`src/rtl/uart_mem_loader.sv`:
```
// rtl/uart_mem_loader.sv - UART request/echo loader writing framed blocks into one of NUM_TARGETS memories
// Optional trailing checksum byte is enabled by defining LOADER_CHECKSUM_EN.
module uart_mem_loader #(
  parameter int         ADDR_W      = 14,
  parameter int         NUM_TARGETS = 3,
  parameter logic [7:0] REQ_BYTE    = 8'h00
) (
  input  logic                   clk,
  input  logic                   rst,
  input  logic                   start,
  input  logic [7:0]             rx_data,
  input  logic                   rx_done,
  input  logic                   tx_done,
  output logic [7:0]             tx_data,
  output logic                   tx_wr,
  output logic [ADDR_W-1:0]      mem_addr,
  output logic [7:0]             mem_data,
  output logic [NUM_TARGETS-1:0] mem_we,
  output logic                   busy,
  output logic                   done,
  output logic                   err,
  output logic [15:0]            byte_count
);

  typedef enum logic [2:0] {IDLE, REQ, WAIT_TX, WAIT_RX, HDR, WRITE, DONE} state_t;
  typedef enum logic [2:0] {PH_TGT, PH_LEN_LO, PH_LEN_HI, PH_DATA, PH_CSUM, PH_END} phase_t;

  state_t     state, state_nx;
  phase_t     phase;
  phase_t     after_data;
  logic       start_q;
  logic       rx_pend;
  logic [7:0] rx_hold;
  logic [7:0] target;
  logic [7:0] len_lo;
  logic [15:0] len;
  logic       target_ok;

`ifdef LOADER_CHECKSUM_EN
  logic [7:0] csum;
  assign after_data = PH_CSUM;
`else
  assign after_data = PH_END;
`endif

  assign target_ok = int'(target) < NUM_TARGETS;

  always_ff @(posedge clk) begin
    if (rst) state <= IDLE;
    else     state <= state_nx;
  end

  always_comb begin
    state_nx = state;
    tx_wr    = 1'b0;
    busy     = 1'b1;
    done     = 1'b0;
    mem_we   = '0;
    case (state)
      IDLE: begin
        busy = 1'b0;
        if (start_q) state_nx = REQ;
      end
      REQ: begin
        tx_wr    = 1'b1;
        state_nx = WAIT_TX;
      end
      WAIT_TX: if (tx_done) state_nx = (phase == PH_END) ? DONE : WAIT_RX;
      WAIT_RX: if (rx_pend) state_nx = (phase == PH_DATA) ? WRITE : HDR;
      HDR:     state_nx = REQ;
      WRITE: begin
        if (target_ok) mem_we = NUM_TARGETS'(1) << target;
        state_nx = REQ;
      end
      DONE: begin
        done     = 1'b1;
        state_nx = IDLE;
      end
      default: state_nx = IDLE;
    endcase
  end

  always_ff @(posedge clk) begin
    if (rst) begin
      start_q    <= 1'b0;
      rx_pend    <= 1'b0;
      rx_hold    <= 8'h00;
      tx_data    <= 8'h00;
      mem_addr   <= '0;
      mem_data   <= 8'h00;
      err        <= 1'b0;
      byte_count <= 16'd0;
      phase      <= PH_TGT;
      target     <= 8'h00;
      len_lo     <= 8'h00;
      len        <= 16'd0;
`ifdef LOADER_CHECKSUM_EN
      csum       <= 8'h00;
`endif
    end else begin
      // start is registered so it is only ever seen while idle
      start_q <= start && (state == IDLE);
      if (rx_done) rx_hold <= rx_data;
      if (rx_done)            rx_pend <= 1'b1;
      else if (state == REQ)  rx_pend <= 1'b0;

      case (state)
        IDLE: if (start_q) begin
          tx_data    <= REQ_BYTE;
          err        <= 1'b0;
          byte_count <= 16'd0;
          mem_addr   <= '0;
          phase      <= PH_TGT;
`ifdef LOADER_CHECKSUM_EN
          csum       <= 8'h00;
`endif
        end
        WAIT_RX: if (rx_pend) begin
          tx_data <= rx_hold;
          if (phase == PH_DATA) mem_data <= rx_hold;
        end
        // tx_data holds the byte just received, so header fields are taken from it
        HDR: case (phase)
          PH_TGT: begin
            target <= tx_data;
            if (int'(tx_data) >= NUM_TARGETS) err <= 1'b1;
            phase <= PH_LEN_LO;
          end
          PH_LEN_LO: begin
            len_lo <= tx_data;
            phase  <= PH_LEN_HI;
          end
          PH_LEN_HI: begin
            len   <= {tx_data, len_lo};
            phase <= ({tx_data, len_lo} == 16'd0) ? after_data : PH_DATA;
          end
`ifdef LOADER_CHECKSUM_EN
          PH_CSUM: begin
            if (tx_data != csum) err <= 1'b1;
            phase <= PH_END;
          end
`endif
          default: phase <= PH_END;
        endcase
        WRITE: begin
          mem_addr   <= mem_addr + ADDR_W'(1);
          byte_count <= byte_count + 16'd1;
`ifdef LOADER_CHECKSUM_EN
          csum       <= csum + mem_data;
`endif
          if (byte_count + 16'd1 == len) phase <= after_data;
        end
        default: ;
      endcase
    end
  end

endmodule

```
`config.mk`:
```
export PLATFORM = sky130hd
export DESIGN_NAME = uart_mem_loader
export DESIGN_NICKNAME = d
export VERILOG_FILES = /design/src/rtl/uart_mem_loader.sv
export SDC_FILE = /design/constraint.sdc
export NUM_CORES = 1
export LEC_CHECK = 0
export BUFFER_PORTS_ARGS = -buffer_cell sky130_fd_sc_hd__buf_4
export CORE_ASPECT_RATIO = 1.2
export CORE_MARGIN = 2
export CORE_UTILIZATION = 40
export DETAILED_ROUTE_END_ITERATION = 10
export GPL_ROUTABILITY_DRIVEN = 0
export PLACE_DENSITY = 0.62
export SYNTH_ARGS = -nofsm -noshare
export SYNTH_HDL_FRONTEND = slang
export SYNTH_SLANG_ARGS = --single-unit
```
`constraint.sdc`:
```
create_clock -name clk -period 2.5 [get_ports clk]
set_input_delay 0.125 -clock clk [delete_from_list [all_inputs] [get_ports clk]]
set_output_delay 0.125 -clock clk [all_outputs]
set_load 0.02 [all_outputs]
```
==> impl.org, run 1 <==
** Status
- Outcome :: completed

** Detailed routing
- Via total after detailed routing :: 4114
- Wires add up to 11.2 mm.
- Dividing the detail-routed via count by the number of cells gives 5.49.
- In this run the remaining antenna-violating nets after routing total 0.
- Dividing the detail-routed wire length by the instance count gives 15.0 um.
- Number of DRC markers in iteration 0 :: 188
- First drt pass iteration count :: 6
- After detailed routing, the number of remaining DRC violations is 0.

** Logic synthesis
- Post-synth net total :: 569
- Part of the Yosys area used for sequential elements :: 42.2%
- In this run, synthesis produced a sequential element count of 95.
- In this run the cell area of the synthesized design comes to 4500 sq um.
- The netlist uses 55 different library cells.
- Async S/R FF share, synth :: 0%
- The cell count after synthesis came out at 554.
- By area the synthesized netlist is led by sky130_fd_sc_hd__dfxtp_1, sky130_fd_sc_hd__nor2_1, sky130_fd_sc_hd__mux2i_1.
- Leading cell type by number of instances after synthesis :: sky130_fd_sc_hd__dfxtp_1
- EDFF count, synth :: 0
- Synth area leader :: sky130_fd_sc_hd__dfxtp_1
- Commonest cells in the synthesized netlist :: sky130_fd_sc_hd__dfxtp_1, sky130_fd_sc_hd__nor2_1, sky130_fd_sc_hd__nand2_1, sky130_fd_sc_hd__a21oi_1, sky130_fd_sc_hd__mux2i_1
- Area share of the leading cell type in the synthesized netlist :: 42.2%
- Number of warning messages in the yosys log :: 0
- Each instance of the synthesized netlist takes up on average 8.13 sq um.
- Primary FF master, synth :: sky130_fd_sc_hd__dfxtp_1

** Timing
- Final cycle utilization of the critical path :: 92.6%
- Based on the critical path, the design can be clocked at up to 0.432 GHz.
- After routing, the total negative slack on setup checks comes to 0 ns.
- Hold Violations, Final :: 0
- Setup violations remaining at the end of the flow were counted as 0.
- Max-slew headroom at the worst pin :: 57.0%
- Setup skew after layout :: 0.00512 ns
- Hold Slack :: 0.0203 ns
- At the pin with the least slew margin, the transition time is 0.643 ns.
- Counting I/O delays and the setup requirement, the final critical path takes 2.31 ns.
- The final max-slew violation count is 0.
- Setup repair after global routing left no endpoint under its margin.

** Power and ir drop
- In this run the power density over the cells is 594 nW/um^2.
- Switching power share of the total :: 21.1%
- Max VDD drop :: 316 uV
- Share of total power in combinational logic :: 4.7%
- Switching power :: 691 uW
- Static leakage :: 0.00225 uW
- In this run, the clock network consumes 48.4% of the power.
- Registers are responsible for 46.9% of the overall power.
- Internal power comes to 2590 uW.

** Global route
- In the global route stage, overall resource usage came out at 19.2%.
- Vias in the first global route :: 3808
- Total overflow reported by the global router :: 0
- Maximum number of pins on one net before global-route repair :: 55
- The first global-routing pass estimated 18.7 mm of wire.
- Initial antenna violation count :: 0

** Floorplanning
- Io pins :: 66
- The region available for standard cell placement spans 11000 sq um.
- X dimension of the die :: 101 um
- Die area :: 12100 sq um
- Standard-cell rows :: 42
- Vertical extent of the die :: 120 um
- Initial cell density of the core :: 41.0%

** Worst setup path
- Data on the critical path is required at its endpoint by 2.76 ns.
- Critical Path AT :: 2.57 ns
- Critical path fanouts, max :: 5
- The critical path goes through buf_4, nand4_1, buf_4, nor3_2, xnor2_1, nand4_1, nor4_4, nor3_1, nor4_2.
- Setup crit end kind :: flip-flop
- CP startpoint kind :: flip-flop
- The critical path in this run is classified as flip-flop to flip-flop.
- The slowest stage of the critical path belongs to the cell sky130_fd_sc_hd__dfxtp_1.
- For this run, the slowest stage of the critical path takes 0.38 ns.

** Clock tree
- CTS placed an instance of sky130_fd_sc_hd__clkbuf_16 at the clock tree root.
- After clock tree synthesis, the clock-pin slew on the worst setup and hold paths is 0.07 ns.
- Inserted Clock Buffers :: 9
- No sink is reached through more buffers than the 2 on the longest clock path.
- Total clock sinks :: 95
- TritonCTS built the clock tree.
- CTS H-tree depth :: 3
- Skew-Pair Late Insertion Delay :: 0.34 ns

** Min path
- The worst hold path belongs to the class input port to flip-flop.

** Finish
- For this run, the post-layout net count is 628.
- Share of final-layout standard cells stronger than drive strength 1 :: 19.9%
- The number of antenna diodes in the final layout is 0.
- Area grow syn2layout :: 22.5%

** Placement
- Count of buffers from port buffering :: 65
- Summed over all nets, the half-perimeter wirelength after detailed placement is 7.91 mm.

** Run
- The tool flagged a number of max-cap violations equal to 0.
## metal layers
layer | vias to the layer above | routed length, um | global-route usage, %
li1 | 2064 | - | -
met1 | 1924 | 4990 | 24.2
met2 | 111 | 5490 | 32.6
met3 | 15 | 555 | 3.35
met4 | 0 | 190 | 6.85
met5 | - | 0 | 0
## per-stage QoR
stage               area (sq um)  util [%]  worst slack [ns]  std cells  total power [uW]
floorplan                   4500         -           0.00991        554              1670
global placement            5140      46.8             0.173        733              1730
detailed placement          5140      46.8            0.0594        733              1730
CTS                         5490      50.0            0.0468        749              3310
global route                5520      50.2           0.00903        750              3390
finish                      5520      50.2             0.186        750              3280
## worst paths after layout
kind                      start         end  slack, ns  depth (start not counted)
hold reg to reg         len[11]     len[11]       0.47                          2
setup / recovery  byte_count[0]    phase[2]       0.19                          9
hold / removal       rx_data[0]  rx_hold[0]       0.02                          3
setup reg to reg  byte_count[0]    phase[2]       0.19                          9
## registers in the layout, indices dropped and copies added, names as in the netlist
name	count
start_q	1
state	3
target	8
rx_hold	8
byte_count	16
tx_data	8
len_lo	8
mem_data	8
rx_pend	1
phase	3
err	1
len	16
mem_addr	14
## layout by cell type (no fill, tap or decap), drive strengths merged, types with 14 or more instances in the layout
cell	instances
mux2i	32
nand2	63
xnor2	14
buf	88
nor3	16
nor2	89
nand3	18
o21ai	18
a21oi	53
dfxtp	95
## final cells by class
cell class | instances | area [sq um]
Clock buffer | 11 | 243
Inverter | 3 | 11.3
Fill cell | 1111 | 5470
Tap cell | 132 | 165
Timing Repair Buffer | 88 | 661
Clock inverter | 5 | 105
Multi-Input combinational cell | 416 | 2430
Sequential cell | 95 | 1900
## what timing repair did
item	in CTS	in global routing
resized for setup	0	7
hold buffers	0	0
endpoints found under the setup margin	0	2
setup buffers	0	1
## cells by family (layout without fill, tap and decap cells)
family,count (synthesis),count (layout),share of synthesized area (%)
and+or+nand+nor,256,256,27.8
AOI/OAI and AO/OA,106,106,14.0
DFF,95,95,42.2
buffers and inverters,43,107,4.25
muxes,34,34,7.62
xor gates and xnor gates,18,18,3.50
adders and majority gates,2,2,0.556
## power by group through the flow
stage / Combinational, uW / Sequential [uW] / Clock, uW
5_1_grt: 170 / 1540 / 1680
3_3_place_gp: 154 / 1570 / 0
3_5_place_dp: 155 / 1570 / 0
2_1_floorplan: 99.8 / 1570 / 0
4_1_cts: 156 / 1540 / 1620
6_report: 154 / 1540 / 1590
## critical path, delay by kind of cell (launching register included)
family / cells / cell delay, ns
xor gates and xnor gates: 1 / 0.16
buffers and inverters: 2 / 0.39
DFF: 1 / 0.38
and+or+nand+nor: 6 / 1.31
(Power assumes the default switching activity.)
==> inputs of run 2 (changes only) <==
Settings changed: PLACE_DENSITY 0.62 to 0.59.
Clock period 2.5 ns to 2.53 ns, I/O delays scaled along.
==> run 2 against run 1 <==
Net effect:
- critical path depth unchanged
- global-route usage shrank 0.19 points
- first-iteration DRC count down 28%
- count of clock-buffer cells in the layout up 2
- non-clock buffer count down 3
- die area is the same
- flip-flop and latch count stayed put
- combinational power down 3%
- sequential power about the same
- worst hold slack improved by 0.0050 ns
- sequential share of layout area up 0.56 points
- critical path type unchanged
- largest power group is now sequential cells
==> impl.org, run 2 (synthesis results as in run 1) <==
** Detailed routing
- The mean routed wirelength per cell was 14.9 um (was 15.0 um).
- Mean number of vias per cell :: 5.38 (was 5.49)
- Number of nets still failing antenna checks after routing :: 0 (unchanged)
- DR DRC count :: 0 (unchanged)
- Number of DRC markers in iteration 0 :: 136 (was 188)
- The aggregate routed wire length came to 11.1 mm (was 11.2 mm).
- The number of detailed-routing iterations run before antenna repair was 4 (was 6).
- Via total after detailed routing :: 4020 (was 4114)

** Floorplanning
- Io pins :: 66 (unchanged)
- The row count came to 42 (unchanged).
- The area of the placeable core came to 11000 sq um (unchanged).
- Initial cell density of the core :: 41.0% (unchanged)
- The die width is 101 um (unchanged).
- Die area :: 12100 sq um (unchanged)
- Vertical extent of the die :: 120 um (unchanged)

** Min path
- Beginning of the worst hold path :: rx_data[3] (was rx_data[0])
- Type of the worst min-delay path :: input port to flip-flop (unchanged)

** Worst setup path
- The origin of the critical flop-to-flop path is byte_count[0] (unchanged).
- The category of the critical setup timing path is flip-flop to flip-flop (unchanged).
- The timing startpoint of the critical path is byte_count[0] (unchanged).
- The reg2reg setup slack came to 0.20 ns (was 0.19 ns).
- The signal arrival time at the worst endpoint was 2.58 ns (was 2.57 ns).
- The endpoint required time on the critical path was 2.78 ns (was 2.76 ns).
- CP startpoint kind :: flip-flop (unchanged)
- The endpoint kind of the worst setup timing path is a flip-flop (unchanged).
- Critical path fanouts, max :: 5 (unchanged)

** Global route
- The total global-route track usage came to 19.0% (was 19.2%).
- The pin count of the biggest net entering global routing was 58 (was 55).
- The number of antenna violations at the first check in global routing is 0 (unchanged).
- Wire length of the first global-routing pass :: 18.6 mm (was 18.7 mm)
- Total overflow reported by the global router :: 0 (unchanged)
- The via count of the first global-routing pass was 3815 (was 3808).

** Status
- Outcome :: completed (unchanged)

** Timing
- The smallest hold slack came to 0.0253 ns (was 0.0203 ns).
- Total count of max-transition violations in the final report :: 0 (unchanged)
- Highest Clock Rate :: 0.428 GHz (was 0.432 GHz)
- The accumulated negative setup slack is 0 ns (unchanged).
- The worst setup skew after layout came to 0.00673 ns (was 0.00512 ns).
- The relative slew slack came to 53.5% (was 57.0%).
- The number of hold-slack violations in the final timing report was 0 (unchanged).
- Final cycle utilization of the critical path :: 92.3% (was 92.6%)
- The transition time of the tightest slew-check pin was 0.695 ns (was 0.643 ns).
- Setup repair after global routing missed its margin :: no (unchanged)
- Count of endpoints failing setup in the final report :: 0 (unchanged)
- The minimum period implied by the final worst setup slack came to 2.33 ns (was 2.31 ns).

** Finish
- The area growth from synthesis to layout was 20.7% (was 22.5%).
- Top library cells by usage in the layout, fill and taps aside: sky130_fd_sc_hd__dfxtp_1, sky130_fd_sc_hd__nor2_1, sky130_fd_sc_hd__buf_4 (unchanged).
- The total non-filler cell area in the finished layout is 5430 sq um (was 5520 sq um).
- The final core utilization is 49.5% (was 50.2%).
- Share of final-layout standard cells stronger than drive strength 1 :: 19.2% (was 19.9%)
- Post-route non-filler standard cell count :: 747 (was 750)
- The total of fill cells in the finished design came to 1047 (was 1111).
- The most common library cell in the layout ignoring fill and taps was sky130_fd_sc_hd__dfxtp_1 (unchanged).
- The number of diodes added for antenna fixing was 0 (unchanged).
- Post-layout net count :: 625 (was 628)
- Registers with the most flip-flops: byte_count: 16 flops, len: 16 flops, mem_addr: 14 flops (unchanged).

** Clock tree
- The CTS sink count is 95 (unchanged).
- The insertion delay to the later sink of the worst-skew pair came to 0.34 ns (about the same).
- The buffer type at the clock tree root is sky130_fd_sc_hd__clkbuf_16 (unchanged).
- CTS H-tree depth :: 3 (unchanged)
- Register clock-pin slew on the reported worst setup and hold paths :: 0.06 ns (was 0.07 ns)
- The maximum root-to-sink buffer count was 2 (unchanged).
- Inserted Clock Buffers :: 9 (unchanged)
- CTS tree :: done (unchanged)

** Power and ir drop
- The power per cell area is 557 nW/um^2 (was 594 nW/um^2).
- Static leakage :: 0.00221 uW (was 0.00225 uW)
- Max VDD drop :: 339 uV (was 316 uV)

** Placement
- The count of input and output buffers is 65 (unchanged).
- Placed cell areas :: 5120 sq um (was 5140 sq um)
- The final HPWL from detailed placement was 7.84 mm (was 7.91 mm).
- Cell count after placement :: 730 (was 733)

** Run
- The count of max-cap constraint violations is 0 (unchanged).
run 2: path summary, 6_finish.rpt:
path	end	depth (start not counted)
setup / recovery	phase[2]	9
hold / removal	rx_hold[3]	3
setup reg to reg	phase[2]	9
hold reg to reg	len[10]	2
run 2: power by group:
group	internal (uW)	total (uW)	switching [uW]	leakage, uW
registers	1510	1520	11.2	0.000769
logic	55.1	150	95.2	0.00130
clock network	794	1350	561	0.000140
run 2: cell type report:
cell class	count	area [sq um]	area share, %
sequential	95	1910	35.1
timing repair buffer	85	638	11.7
multi-input combinational	416	2420	44.5
clock inverter	3	42.5	0.783
clock buffer	13	250	4.61
tap	132	165	3.04
inverter	3	11.3	0.207
run 2: worst max-delay path: stages (launching register included):
cell                      delay (ns)
sky130_fd_sc_hd__dfxtp_1        0.35
sky130_fd_sc_hd__ha_2           0.22
sky130_fd_sc_hd__buf_4          0.15
sky130_fd_sc_hd__and2_1         0.14
sky130_fd_sc_hd__o21ai_0        0.16
sky130_fd_sc_hd__a31oi_1        0.12
sky130_fd_sc_hd__or4_4          0.57
sky130_fd_sc_hd__nor4_4         0.23
sky130_fd_sc_hd__nor3_1         0.10
sky130_fd_sc_hd__nor4_2         0.21
run 2: what timing repair did:
action                                  CTS  global route
endpoints found under the setup margin    0             2
hold buffers                              0             0
resized for setup                         0             7
setup buffers                             0             1
endpoints found under the hold margin     0             0
run 2: through the flow:
stage	setup WS (ns)	total power, uW
final	0.196	3030
after global routing	0.0110	3130
after CTS	0.0813	3050
after detailed placement	0.0953	1710
after global placement	0.188	1700
after floorplan	0.0399	1650
run 2: layer usage:
layer	track usage [%]	share of wire (%)	up-vias
met1	24.5	46	1874
met2	31.7	48	80
li1	-	-	2054
met5	0	0	-
met4	7.02	1.2	0
met3	3.06	4.5	12
